## src/rtl/disp_scan_ctrl.sv

```systemverilog
// Four-digit seven-segment scan controller: clamps a 14-bit value to 9999, converts it to BCD
// with a serial double-dabble engine, and time-multiplexes the digits with leading-zero blanking.
module disp_scan_ctrl #(
   parameter int REFRESH_CNT = 100000
) (
   input  logic        clk,
   input  logic        rst,
   input  logic [13:0] val_in,
   input  logic        val_valid,
   output logic        val_ready,
   output logic [3:0]  digit_bcd,
   output logic [3:0]  an,
   output logic        ovf
);

   localparam int RW = $clog2(REFRESH_CNT);

   typedef enum logic [1:0] {IDLE, SHIFT, LATCH} state_t;

   state_t        state, state_nxt;
   logic [29:0]   sr, sr_nxt, sr_adj;
   logic [3:0]    scnt, scnt_nxt;
   logic          pend, pend_nxt;
   logic          disp_we;
   logic          clamp;
   logic [13:0]   operand;
   logic [15:0]   disp;
   logic [RW-1:0] rcnt;
   logic [1:0]    slot;
   logic          blank;

   always_comb begin
      clamp   = (val_in > 14'd9999);
      operand = clamp ? 14'd9999 : val_in;
   end

   // add-3 correction on every BCD nibble before the shift
   always_comb begin
      sr_adj = sr;
      for (int i = 0; i < 4; i++) begin
         if (sr[14+4*i +: 4] >= 4'd5)
            sr_adj[14+4*i +: 4] = sr[14+4*i +: 4] + 4'd3;
      end
   end

   always_ff @(posedge clk or posedge rst) begin
      if (rst) begin
         state <= IDLE;
         sr    <= '0;
         scnt  <= '0;
         pend  <= 1'b0;
      end else begin
         state <= state_nxt;
         sr    <= sr_nxt;
         scnt  <= scnt_nxt;
         pend  <= pend_nxt;
      end
   end

   always_comb begin
      state_nxt = state;
      sr_nxt    = sr;
      scnt_nxt  = scnt;
      pend_nxt  = pend;
      val_ready = 1'b0;
      disp_we   = 1'b0;
      case (state)
         IDLE: begin
            val_ready = 1'b1;
            if (val_valid) begin
               sr_nxt    = {16'b0, operand};
               scnt_nxt  = '0;
               pend_nxt  = clamp;
               state_nxt = SHIFT;
            end
         end
         SHIFT: begin
            sr_nxt   = {sr_adj[28:0], 1'b0};
            scnt_nxt = scnt + 4'd1;
            if (scnt == 4'd13)
               state_nxt = LATCH;
         end
         LATCH: begin
            disp_we   = 1'b1;
            state_nxt = IDLE;
         end
         default: state_nxt = IDLE;
      endcase
   end

   // whole-value update so the scan never shows a mix of old and new digits
   always_ff @(posedge clk or posedge rst) begin
      if (rst) begin
         disp <= '0;
         ovf  <= 1'b0;
      end else if (disp_we) begin
         disp <= sr[29:14];
         ovf  <= pend;
      end
   end

   always_ff @(posedge clk or posedge rst) begin
      if (rst) begin
         rcnt <= '0;
         slot <= '0;
      end else if (rcnt == RW'(REFRESH_CNT - 1)) begin
         rcnt <= '0;
         slot <= slot + 2'd1;
      end else begin
         rcnt <= rcnt + RW'(1);
      end
   end

   always_comb begin
      digit_bcd = disp[4*slot +: 4];
      case (slot)
         2'd1:    blank = (disp[15:4] == 12'd0);
         2'd2:    blank = (disp[15:8] == 8'd0);
         2'd3:    blank = (disp[15:12] == 4'd0);
         default: blank = 1'b0;
      endcase
      an = blank ? 4'b1111 : ~(4'b0001 << slot);
   end

endmodule

```

## config.mk

```make
export PLATFORM = sky130hd
export DESIGN_NAME = disp_scan_ctrl
export DESIGN_NICKNAME = d
export VERILOG_FILES = /design/src/rtl/disp_scan_ctrl.sv
export SDC_FILE = /design/constraint.sdc
export NUM_CORES = 1
export LEC_CHECK = 0
export ABC_AREA = 1
export CAP_MARGIN = 10
export CORE_MARGIN = 3
export CORE_UTILIZATION = 44
export CTS_BUF_LIST = sky130_fd_sc_hd__clkbuf_4 sky130_fd_sc_hd__clkbuf_8
export DETAILED_ROUTE_END_ITERATION = 10
export PLACE_DENSITY = 0.65
export SLEW_MARGIN = 20
export SYNTH_ARGS = -nofsm -noshare
export SYNTH_HDL_FRONTEND = slang
export SYNTH_SLANG_ARGS = --single-unit
export TNS_END_PERCENT = 20
```

## constraint.sdc

```tcl
create_clock -name clk -period 2.2 [get_ports clk]
set_input_delay 0.44 -clock clk [delete_from_list [all_inputs] [get_ports clk]]
set_output_delay 0.44 -clock clk [all_outputs]
set_load 0.02 [all_outputs]
```

After elaboration in Yosys (flattened, before gate mapping):

Index checks and enable logic that the tools add are counted.

* output and inout port bits: 10
* logic and storage cells: 57
* register bits: 73
* input bits: 17

* bitwise logic cells: 1
* magnitude comparators: 5
* $add $sub $neg: 7
* shift operators: 2
* reduce and logical (&&, ||, !) cells: 8
* mux-type cells: 17
* equality and inequality tests: 9

Operators with widths (number)
* $pmux W30 S2: 1
* $mux W30: 1
* $mux W4: 5
* $add A17 B1 Y17 const B: 1
* $eq A17 B17 Y1 const B: 1
* $mux W17: 1
* $ge A4 B3 Y1 const B: 4
* $shiftx A16 B5 Y4: 1
* $gt A14 B14 Y1 const B: 1
* $mux W14: 1
* $add A4 B2 Y4 const B: 3
* $logic_not A12 Y1: 1
* $logic_not A8 Y1: 1
* $pmux W4 S2: 1
* $eq A2 B2 Y1 const B: 3
* $reduce_and A2 Y1: 3
* $add A4 B1 Y4 const B: 1
* $eq A2 B1 Y1 const B: 2
* $eq A4 B4 Y1 const B: 1
* $logic_not A4 Y1: 1
* $mux W2: 2
* $ne A2 B2 Y1 const B: 2
* $not A4 Y4: 1
* $pmux W2 S2: 1
* other kinds (8): 9

Depth between registers and ports, before layout:

Gate-level depths: netlist of the first run.

* depth in word-level cells: 4
* mapped depth: 9
* gate-level depth less buffers: 9

Worst setup path before layout of the first run:

OpenSTA, ideal clock, no wires.

* kind: register -> output
* start: register slot[0]
* end: output port an[1]
* path slack: 231 ps
* arrival: 1529 ps
* cell stages (with the launch flop): 8
* buffers on the path: 1
* path through: dfrtp_1 buf_2 clkinv_1 ha_1 nor3_1 nor3b_1 nand2_1 nand2_1

* word-level cells in the longest chain between the ends: 3
* elaborated cells on any way between the ends: 7
* classes of those cells: eq/ne (3); shift (1); mux (2); bitwise (1)

RTL lines
* start, declared: line 29 `logic [1:0] slot;`
* start signal, assigned: line 108 `slot <= slot + 2'd1;`
* $eq A2 B2 Y1, or another cell as far along: line 116 `case (slot)`
* $pmux W1 S3 / $not A4 Y4 (equally long branches): line 116, 122
* $mux W4 (*): line 122 `an = blank ? 4'b1111 : ~(4'b0001 << slot);`
* end, declared: line 12 `output logic [3:0] an,`

Mark *: on every way between the ends. The rest lies on a longest branch, timed or not.

Worst setup path in the final report of the first run:

* start: register slot[0]
* end: output port an[2]

Same word-level chain as after synthesis.

==> run_results.csv, run 1 <==
group,metric,value,unit
cells_and_area,final_area,4382,µm²
timing,worst_slack,96.52,ps
logic_synthesis,synthesis.area_per_instance,7.867,µm²
pwr,post-layout-total-power,4872,µW
logic_synthesis,synth_sequential_area_ratio,48.38,%
grt,grt.total_usage,17.16,%
setup_path,crit_path_top_delay_cell,"sky130_fd_sc_hd__dfrtp_1",
setup_path,worst_r2r_endpoint,"rcnt[0]",
setup_path,worst_ep_required_time,1760,ps
logic_synthesis,syn_area,3776,µm²
timing,setup_viol_count_final,0,
setup_path,crit_path_max_fanout,11,
min_path,timing.hold.worst.class,"flop to flop",
setup_path,worst-path-buf-inv,2,
setup_path,timing.critical_path.cells,"buf_6, ha_1, nand3_1, nand2_1, nand2_1, nand2_1, nand2_2, nand2_1, buf_4",
setup_path,critical_path.reg2reg.startpoint,"rcnt[0]",
timing,finalSetupTns,0,ps
pwr,share_clk_of_total_power,21.3,%
min_path,timing.hold.worst_path_depth,2,
route,drcViolationCount,0,
floorplan,initial_utilization,45.73,%
timing,min_period,2103,ps
pwr,power_frac_seq,43.4,%
route,wl_per_cell,12.14,µm
timing,worst_slew_margin_rel,74.30,%
timing,final-max-slew-violation-count,0,
setup_path,number_of_cells_on_the_worst_reg_to_reg_path,8,
clocking,cts_tree,"built",
pwr,max-vdd-ir-drop,698.2,µV
timing,finClkSkew,7.666,ps
pwr,part_of_the_power_in_combinational_logic,35.3,%
clocking,h-tree-depth,3,
timing,maxClockFrequency,475.4,MHz
timing,tightest_slew,385.5,ps
cells_and_area,filler_cell_count,795,
route,drt_pre_antenna_iters,4,
timing,setup_repair_after_global_routing_missed_its_margin,"false",
setup_path,worst_path_dominant_cell_family,"flip-flops",
setup_path,setup.worst_path.class,"flop to primary output",
timing,layout_worst_path_cycle_share,95.61,%
status,outcome,"finished clean",
floorplan,placeableCoreArea,8258,µm²
grt,gr-total-overflow,0,
route,dr_total_vias,3124,
setup_path,slowest_delay,400,ps
job,max_cap_viol_count,0,
setup_path,crit_path_frequent_cell,"sky130_fd_sc_hd__nand2_1",
setup_path,worstSetupStartpointType,"flop",
setup_path,r2r_setup_slack,720,ps
clocking,cts.path.max_buffers,2,
logic_synthesis,flop_and_latch_count_out_of_synthesis,73,
placed_design,dp_slack,-5.745,ps
setup_path,type_of_element_capturing_the_critical_path,"primary output",
logic_synthesis,synth.distinct_cells,28,
floorplan,die_y,98.64,µm
logic_synthesis,postSynthCellCount,480,
cells_and_area,drive_above_1_share,8.654,%
placed_design,place.detailed.hpwl,5.384,mm
pwr,power_per_cell_area,1112,nW/µm²
min_path,hold_path.startpoint,"sr[1]",
floorplan,num_io_pins,27,
clocking,tritoncts.num_buffers,9,
logic_synthesis,synthDominantCellAreaShare,48.38,%
grt,grt_max_degree,74,
route,via_per_inst,4.998,
cells_and_area,design.final.nets,548,
floorplan,die_x,98.64,µm
grt,via_count_of_the_first_global_routing_pass,2971,
clocking,postCtsSetupBuffers,0,
logic_synthesis,synth_top_area_cell,"sky130_fd_sc_hd__dfrtp_1",
clocking,cts_sinks,73,
floorplan,placement_rows,33,
min_path,min_delay_worst_endpoint,"sr[1]",
clocking,clk-insertion-delay-late,350,ps
route,detail_route.wirelength,7.590,mm
route,antenna_violating_nets_post_route,0,
clocking,cts.hold.buffers_added,0,
grt,grt_antenna_before_repair,0,
logic_synthesis,mappedNetlistNets,513,
route,initialDrtViolationCount,208,
cells_and_area,area_delta_synth_final,16.04,%
placed_design,gpl.final_weighted_congestion,0.8906,
pwr,p_int,2971,µW
cells_and_area,num_antenna_cells,0,
pwr,switching_share,39.01,%
logic_synthesis,yosys_warnings,0,
grt,global_route_wire_length_before_repair,13.62,mm
logic_synthesis,post_synth_main_area_contributors,"sky130_fd_sc_hd__dfrtp_1 (48%), sky130_fd_sc_hd__nand2_1 (14%), sky130_fd_sc_hd__o21ai_0 (5.8%)",
clocking,clk_transition_reported_paths,80,ps
setup_path,critical_path_arrival,1660,ps
pwr,p_switching,1901,µW
placed_design,detailed_place.area,4185,µm²
pwr,p_leak,0.002179,µW
clocking,cts_root_buffer,"sky130_fd_sc_hd__clkbuf_8",
placed_design,port_buffers,26,
floorplan,design.die.area,9730,µm²
timing,hold_violations,0,
==> cell type report <==
| class | instances | area (µm²) | share of cell area (%) |
|---|---|---|---|
| clock buffer | 9 | 123.9 | 2.827 |
| multi-input combinational | 344 | 1694 | 38.66 |
| clock inverter | 7 | 71.32 | 1.628 |
| sequential | 73 | 1827 | 41.69 |
| inverter | 53 | 207.7 | 4.740 |
| tap | 105 | 131.4 | 2.998 |
| timing repair buffer | 34 | 326.6 | 7.453 |
==> placed cells by master (no fill, tap or decap) <==
cell type                         instances
sky130_fd_sc_hd__nand2_1                142
sky130_fd_sc_hd__dfrtp_1                 73
sky130_fd_sc_hd__nor2_1                  56
sky130_fd_sc_hd__inv_1                   46
sky130_fd_sc_hd__o21ai_0                 44
sky130_fd_sc_hd__nand3_1                 26
sky130_fd_sc_hd__clkdlybuf4s50_1         18
sky130_fd_sc_hd__ha_1                    16
sky130_fd_sc_hd__a21oi_1                 12
sky130_fd_sc_hd__o22ai_1                 11
sky130_fd_sc_hd__xor2_1                   9
sky130_fd_sc_hd__clkbuf_8                 9
sky130_fd_sc_hd__buf_4                    8
sky130_fd_sc_hd__nor2_2                   5
sky130_fd_sc_hd__o21ai_1                  5
sky130_fd_sc_hd__dlygate4sd2_1            5
sky130_fd_sc_hd__inv_2                    4
sky130_fd_sc_hd__nand2_2                  4
sky130_fd_sc_hd__a22oi_1                  4
sky130_fd_sc_hd__clkinvlp_4               4
sky130_fd_sc_hd__nand4_1                  3
sky130_fd_sc_hd__clkinv_4                 2
sky130_fd_sc_hd__clkinv_2                 2
sky130_fd_sc_hd__buf_6                    2
sky130_fd_sc_hd__o21bai_2                 1
sky130_fd_sc_hd__clkinv_1                 1
sky130_fd_sc_hd__and2_0                   1
sky130_fd_sc_hd__nor3_1                   1
sky130_fd_sc_hd__nor3b_2                  1
sky130_fd_sc_hd__nor2_4                   1
sky130_fd_sc_hd__o21bai_1                 1
sky130_fd_sc_hd__xnor2_1                  1
sky130_fd_sc_hd__bufinv_16                1
sky130_fd_sc_hd__buf_12                   1
==> kinds of logic (layout without fill, tap and decap cells) <==
group,after synthesis,after routing,synth area share (%)
AO/OA/AOI/OAI,78,78,11.20
XOR/XNOR,10,10,2.320
adder cells (fa/ha/maj),16,16,5.301
buffers and inverters,63,103,6.958
flip-flops,73,73,48.38
AND/OR/NAND/NOR,240,240,25.84
==> layer usage <==
metal	up-vias	global-route usage (%)	share of wire [%]
met5	-	0	0
met4	0	5.147	1.3
met3	9	4.812	4.3
met2	58	27.04	45
met1	1458	23.18	50
li1	1599	-	-
==> worst max path at each step <==
stage / endpoint / depth (start not counted) / slack, ps / start
after CTS: an[2] / 10 / 40 / slot[0]
after floorplan: an[1] / 7 / 230 / slot[0]
after global routing: an[1] / 7 / 7 / slot[0]
final: an[2] / 9 / 100 / slot[0]
after global placement: an[2] / 7 / 100 / slot[0]
after detailed placement: an[2] / 7 / -6 / slot[0]
==> power by group through the flow <==
stage | combinational [µW] | sequential, µW | clock (µW)
floorplan | 1370 | 2040 | 0
global placement | 1700 | 2120 | 0
detailed placement | 1760 | 2130 | 0
CTS | 1740 | 2120 | 1060
global route | 2020 | 2180 | 1140
finish | 1720 | 2120 | 1040
==> synthesized netlist by cell type, drive strengths merged <==
| cell | instances |
|---|---|
| a21oi | 12 |
| a22oi | 4 |
| and2 | 1 |
| buf | 9 |
| clkbuf | 1 |
| clkinv | 3 |
| dfrtp | 73 |
| ha | 16 |
| inv | 50 |
| nand2 | 146 |
| nand3 | 26 |
| nand4 | 3 |
| nor2 | 62 |
| nor3 | 1 |
| nor3b | 1 |
| o21ai | 49 |
| o21bai | 2 |
| o22ai | 11 |
| xnor2 | 1 |
| xor2 | 9 |
==> worst min-delay path: stages (launching register included) <==
cell and delay, ps:
sky130_fd_sc_hd__dfrtp_1 340, sky130_fd_sc_hd__a21oi_1 60, sky130_fd_sc_hd__nand2_1 50
==> registers in the layout (all words and copies together), names as in the netlist <==
name,cells
ovf,1
state,2
pend,1
disp,16
rcnt,17
scnt,4
slot,2
sr,30
==> through the flow <==
step	util [%]	cells	hold slack [ps]
final	53.06	625	479.2
after global routing	53.06	625	503.7
after detailed placement	50.68	609	463.3
after global placement	50.68	609	458.9
after CTS	52.85	625	480.8
after floorplan	-	480	446.6
==> repair_timing <==
item	4_1_cts	5_1_grt
pin swaps	0	1
cloned	0	0
setup endpoints to repair	8	3
gates resized for setup	18	7
Power figures use the tool's default switching activity.
==> inputs of run 2 (changes only) <==
--- a/config.mk
+++ b/config.mk
@@ -9,10 +9,9 @@
 export CAP_MARGIN = 10
 export CORE_MARGIN = 3
 export CORE_UTILIZATION = 44
-export CTS_BUF_LIST = sky130_fd_sc_hd__clkbuf_4 sky130_fd_sc_hd__clkbuf_8
 export DETAILED_ROUTE_END_ITERATION = 10
 export PLACE_DENSITY = 0.65
-export SLEW_MARGIN = 20
+export SLEW_MARGIN = 5
 export SYNTH_ARGS = -nofsm -noshare
 export SYNTH_HDL_FRONTEND = slang
 export SYNTH_SLANG_ARGS = --single-unit
==> results of run 2 <==
Final layout, timing and power as in run 1 (identical DEF).
==> inputs of run 3 (changes only) <==
==> constraint.sdc (replaced) <==
create_clock -name clk -period 2.2 [get_ports clk]
set_input_delay 0.22 -clock clk [delete_from_list [all_inputs] [get_ports clk]]
set_output_delay 0.22 -clock clk [all_outputs]
set_load 0.02 [all_outputs]
==> run 3 against run 2 <==
  * Die area stayed put
  * Register-to-register slack hardly changed
  * Sequential power hardly changed
  * Largest cell class unchanged
==> run_results.csv, run 3 (synthesized netlist as in run 1, its figures left out) <==
group,metric,value,unit
floorplan,num_io_pins,27,
timing,maxClockFrequency,489.4,MHz
setup_path,critical_path_arrival,1820,ps
min_path,timing.hold.worst.class,"input pin to async pin",
placed_design,detailed_place.area,4174,µm²
cells_and_area,area_delta_synth_final,16.57,%
grt,global_route_wire_length_before_repair,13.33,mm
floorplan,initial_utilization,45.73,%
floorplan,design.die.area,9730,µm²
timing,setup_viol_count_final,0,
timing,finClkSkew,11.03,ps
floorplan,placement_rows,33,
timing,worst_slack,156.8,ps
setup_path,critical_path.reg2reg.startpoint,"sr[18]",
timing,worst_slew_margin_rel,74.22,%
route,detail_route.wirelength,7.468,mm
grt,via_count_of_the_first_global_routing_pass,2958,
pwr,post-layout-total-power,5032,µW
clocking,clk-insertion-delay-late,340,ps
cells_and_area,largest_reg_flops,30,
timing,layout_worst_path_cycle_share,92.87,%
floorplan,die_x,98.64,µm
placed_design,port_buffers,26,
timing,min_period,2043,ps
clocking,cts_root_buffer,"sky130_fd_sc_hd__clkbuf_8",
timing,final-max-slew-violation-count,0,
job,max_cap_viol_count,0,
route,drcViolationCount,0,
floorplan,placeableCoreArea,8258,µm²
clocking,postCtsSetupBuffers,0,
cells_and_area,drive_above_1_share,7.322,%
cells_and_area,final_area,4402,µm²
status,outcome,"finished clean",
cells_and_area,num_antenna_cells,0,
setup_path,cp-startpoint,"slot[0]",
timing,setup_repair_after_global_routing_missed_its_margin,"false",
cells_and_area,commonest_cells_after_routing_fill_and_taps_aside,"sky130_fd_sc_hd__nand2_1 (143), sky130_fd_sc_hd__dfrtp_1 (73), sky130_fd_sc_hd__nor2_1 (56)",
route,antenna_violating_nets_post_route,0,
clocking,tritoncts.num_buffers,9,
grt,grt_antenna_before_repair,0,
timing,finalSetupTns,0,ps
pwr,max-vdd-ir-drop,564.3,µV
placed_design,dp_slack,262.2,ps
grt,grt_max_degree,74,
floorplan,die_y,98.64,µm
setup_path,type_of_element_capturing_the_critical_path,"primary output",
timing,hold_violations,0,
route,wl_per_cell,11.97,µm
placed_design,place.detailed.hpwl,5.471,mm
clocking,clk_transition_reported_paths,80,ps
setup_path,crit_path_max_fanout,11,
clocking,cts_tree,"built",
grt,gr-total-overflow,0,
pwr,power_per_cell_area,1143,nW/µm²
route,dr_total_vias,3103,
route,drt_pre_antenna_iters,6,
setup_path,setup.worst_path.class,"flop to primary output",
route,via_per_inst,4.973,
placed_design,gpl.final_weighted_congestion,0.8660,
clocking,cts.path.max_buffers,2,
grt,grt.total_usage,16.48,%
cells_and_area,layout.cells.most_common,"sky130_fd_sc_hd__nand2_1",
cells_and_area,design.final.nets,547,
route,initialDrtViolationCount,136,
setup_path,worst_ep_required_time,1980,ps
clocking,h-tree-depth,3,
timing,tightest_slew,386.7,ps
clocking,cts_sinks,73,
cells_and_area,filler_cell_count,798,
setup_path,worstSetupStartpointType,"flop",
pwr,p_leak,0.002187,µW
cells_and_area,top_regs,"sr (30), rcnt (17), disp (16)",
cells_and_area,largest_register_by_flop_count,"sr",
## run 3: cell types whose count changed in the layout (fill, tap and decap cells not counted), sizes merged
cell / before / now
clkbuf: 9 / 11
dlygate4sd2: 5 / 1
buf: 11 / 7
clkdlybuf4s15: 0 / 2
clkinvlp: 4 / 1
clkdlybuf4s50: 18 / 23
bufinv: 1 / 2
## run 3: repair_timing
action	CTS	global route
endpoints found under the setup margin	3	2
hold buffers	0	0
resized for setup	3	2
## run 3: metrics by stage
stage	utilization, %	instances	hold WS (ps)
global placement	50.55	608	460.6
floorplan	-	480	339.9
CTS	53.27	624	286.5
finish	53.30	624	277.1
global route	53.30	624	328.0
detailed placement	50.55	608	470.1
## run 3: path summary, 6_finish.rpt
path / end / slack [ps] / cells past startpoint
setup / recovery: digit_bcd[2] / 160 / 5
max in group asynchronous: sr[6] / 1610 / 3
min in group clk: sr[0] / 460 / 3
hold reg to reg: sr[1] / 480 / 2
hold / removal: rcnt[2] / 280 / 3
setup reg to reg: sr[20] / 720 / 9
## run 3: final cells by class
| type | instances | area, µm² | share of cell area, % |
|---|---|---|---|
| multi-input cells | 344 | 1687 | 38.32 |
| inverters | 53 | 203.9 | 4.633 |
| flip-flops and latches | 73 | 1827 | 41.50 |
| repair buffers | 33 | 324.1 | 7.362 |
| clock inverters | 5 | 77.57 | 1.762 |
| well taps | 105 | 131.4 | 2.985 |
| clock buffers | 11 | 151.4 | 3.439 |
## run 3: critical path: stages, from the launching register on
cell	delay [ps]
sky130_fd_sc_hd__dfrtp_1	380
sky130_fd_sc_hd__clkinv_1	60
sky130_fd_sc_hd__buf_4	150
sky130_fd_sc_hd__o21ai_0	100
sky130_fd_sc_hd__o22ai_1	170
sky130_fd_sc_hd__clkdlybuf4s50_1	630
## run 3: routing by layer
metal	global-route usage, %	wire length (µm)	vias up
li1	-	-	1597
met1	22.67	3712	1444
met2	26.47	3401	52
met3	3.114	252	10
met4	5.252	102	0
met5	0	0	-
## run 3: power by group
group          leakage (µW)  internal (µW)  switching (µW)
Sequential         0.000895           1790             327
Combinational       0.00118            679            1060
Clock              0.000115            697             483
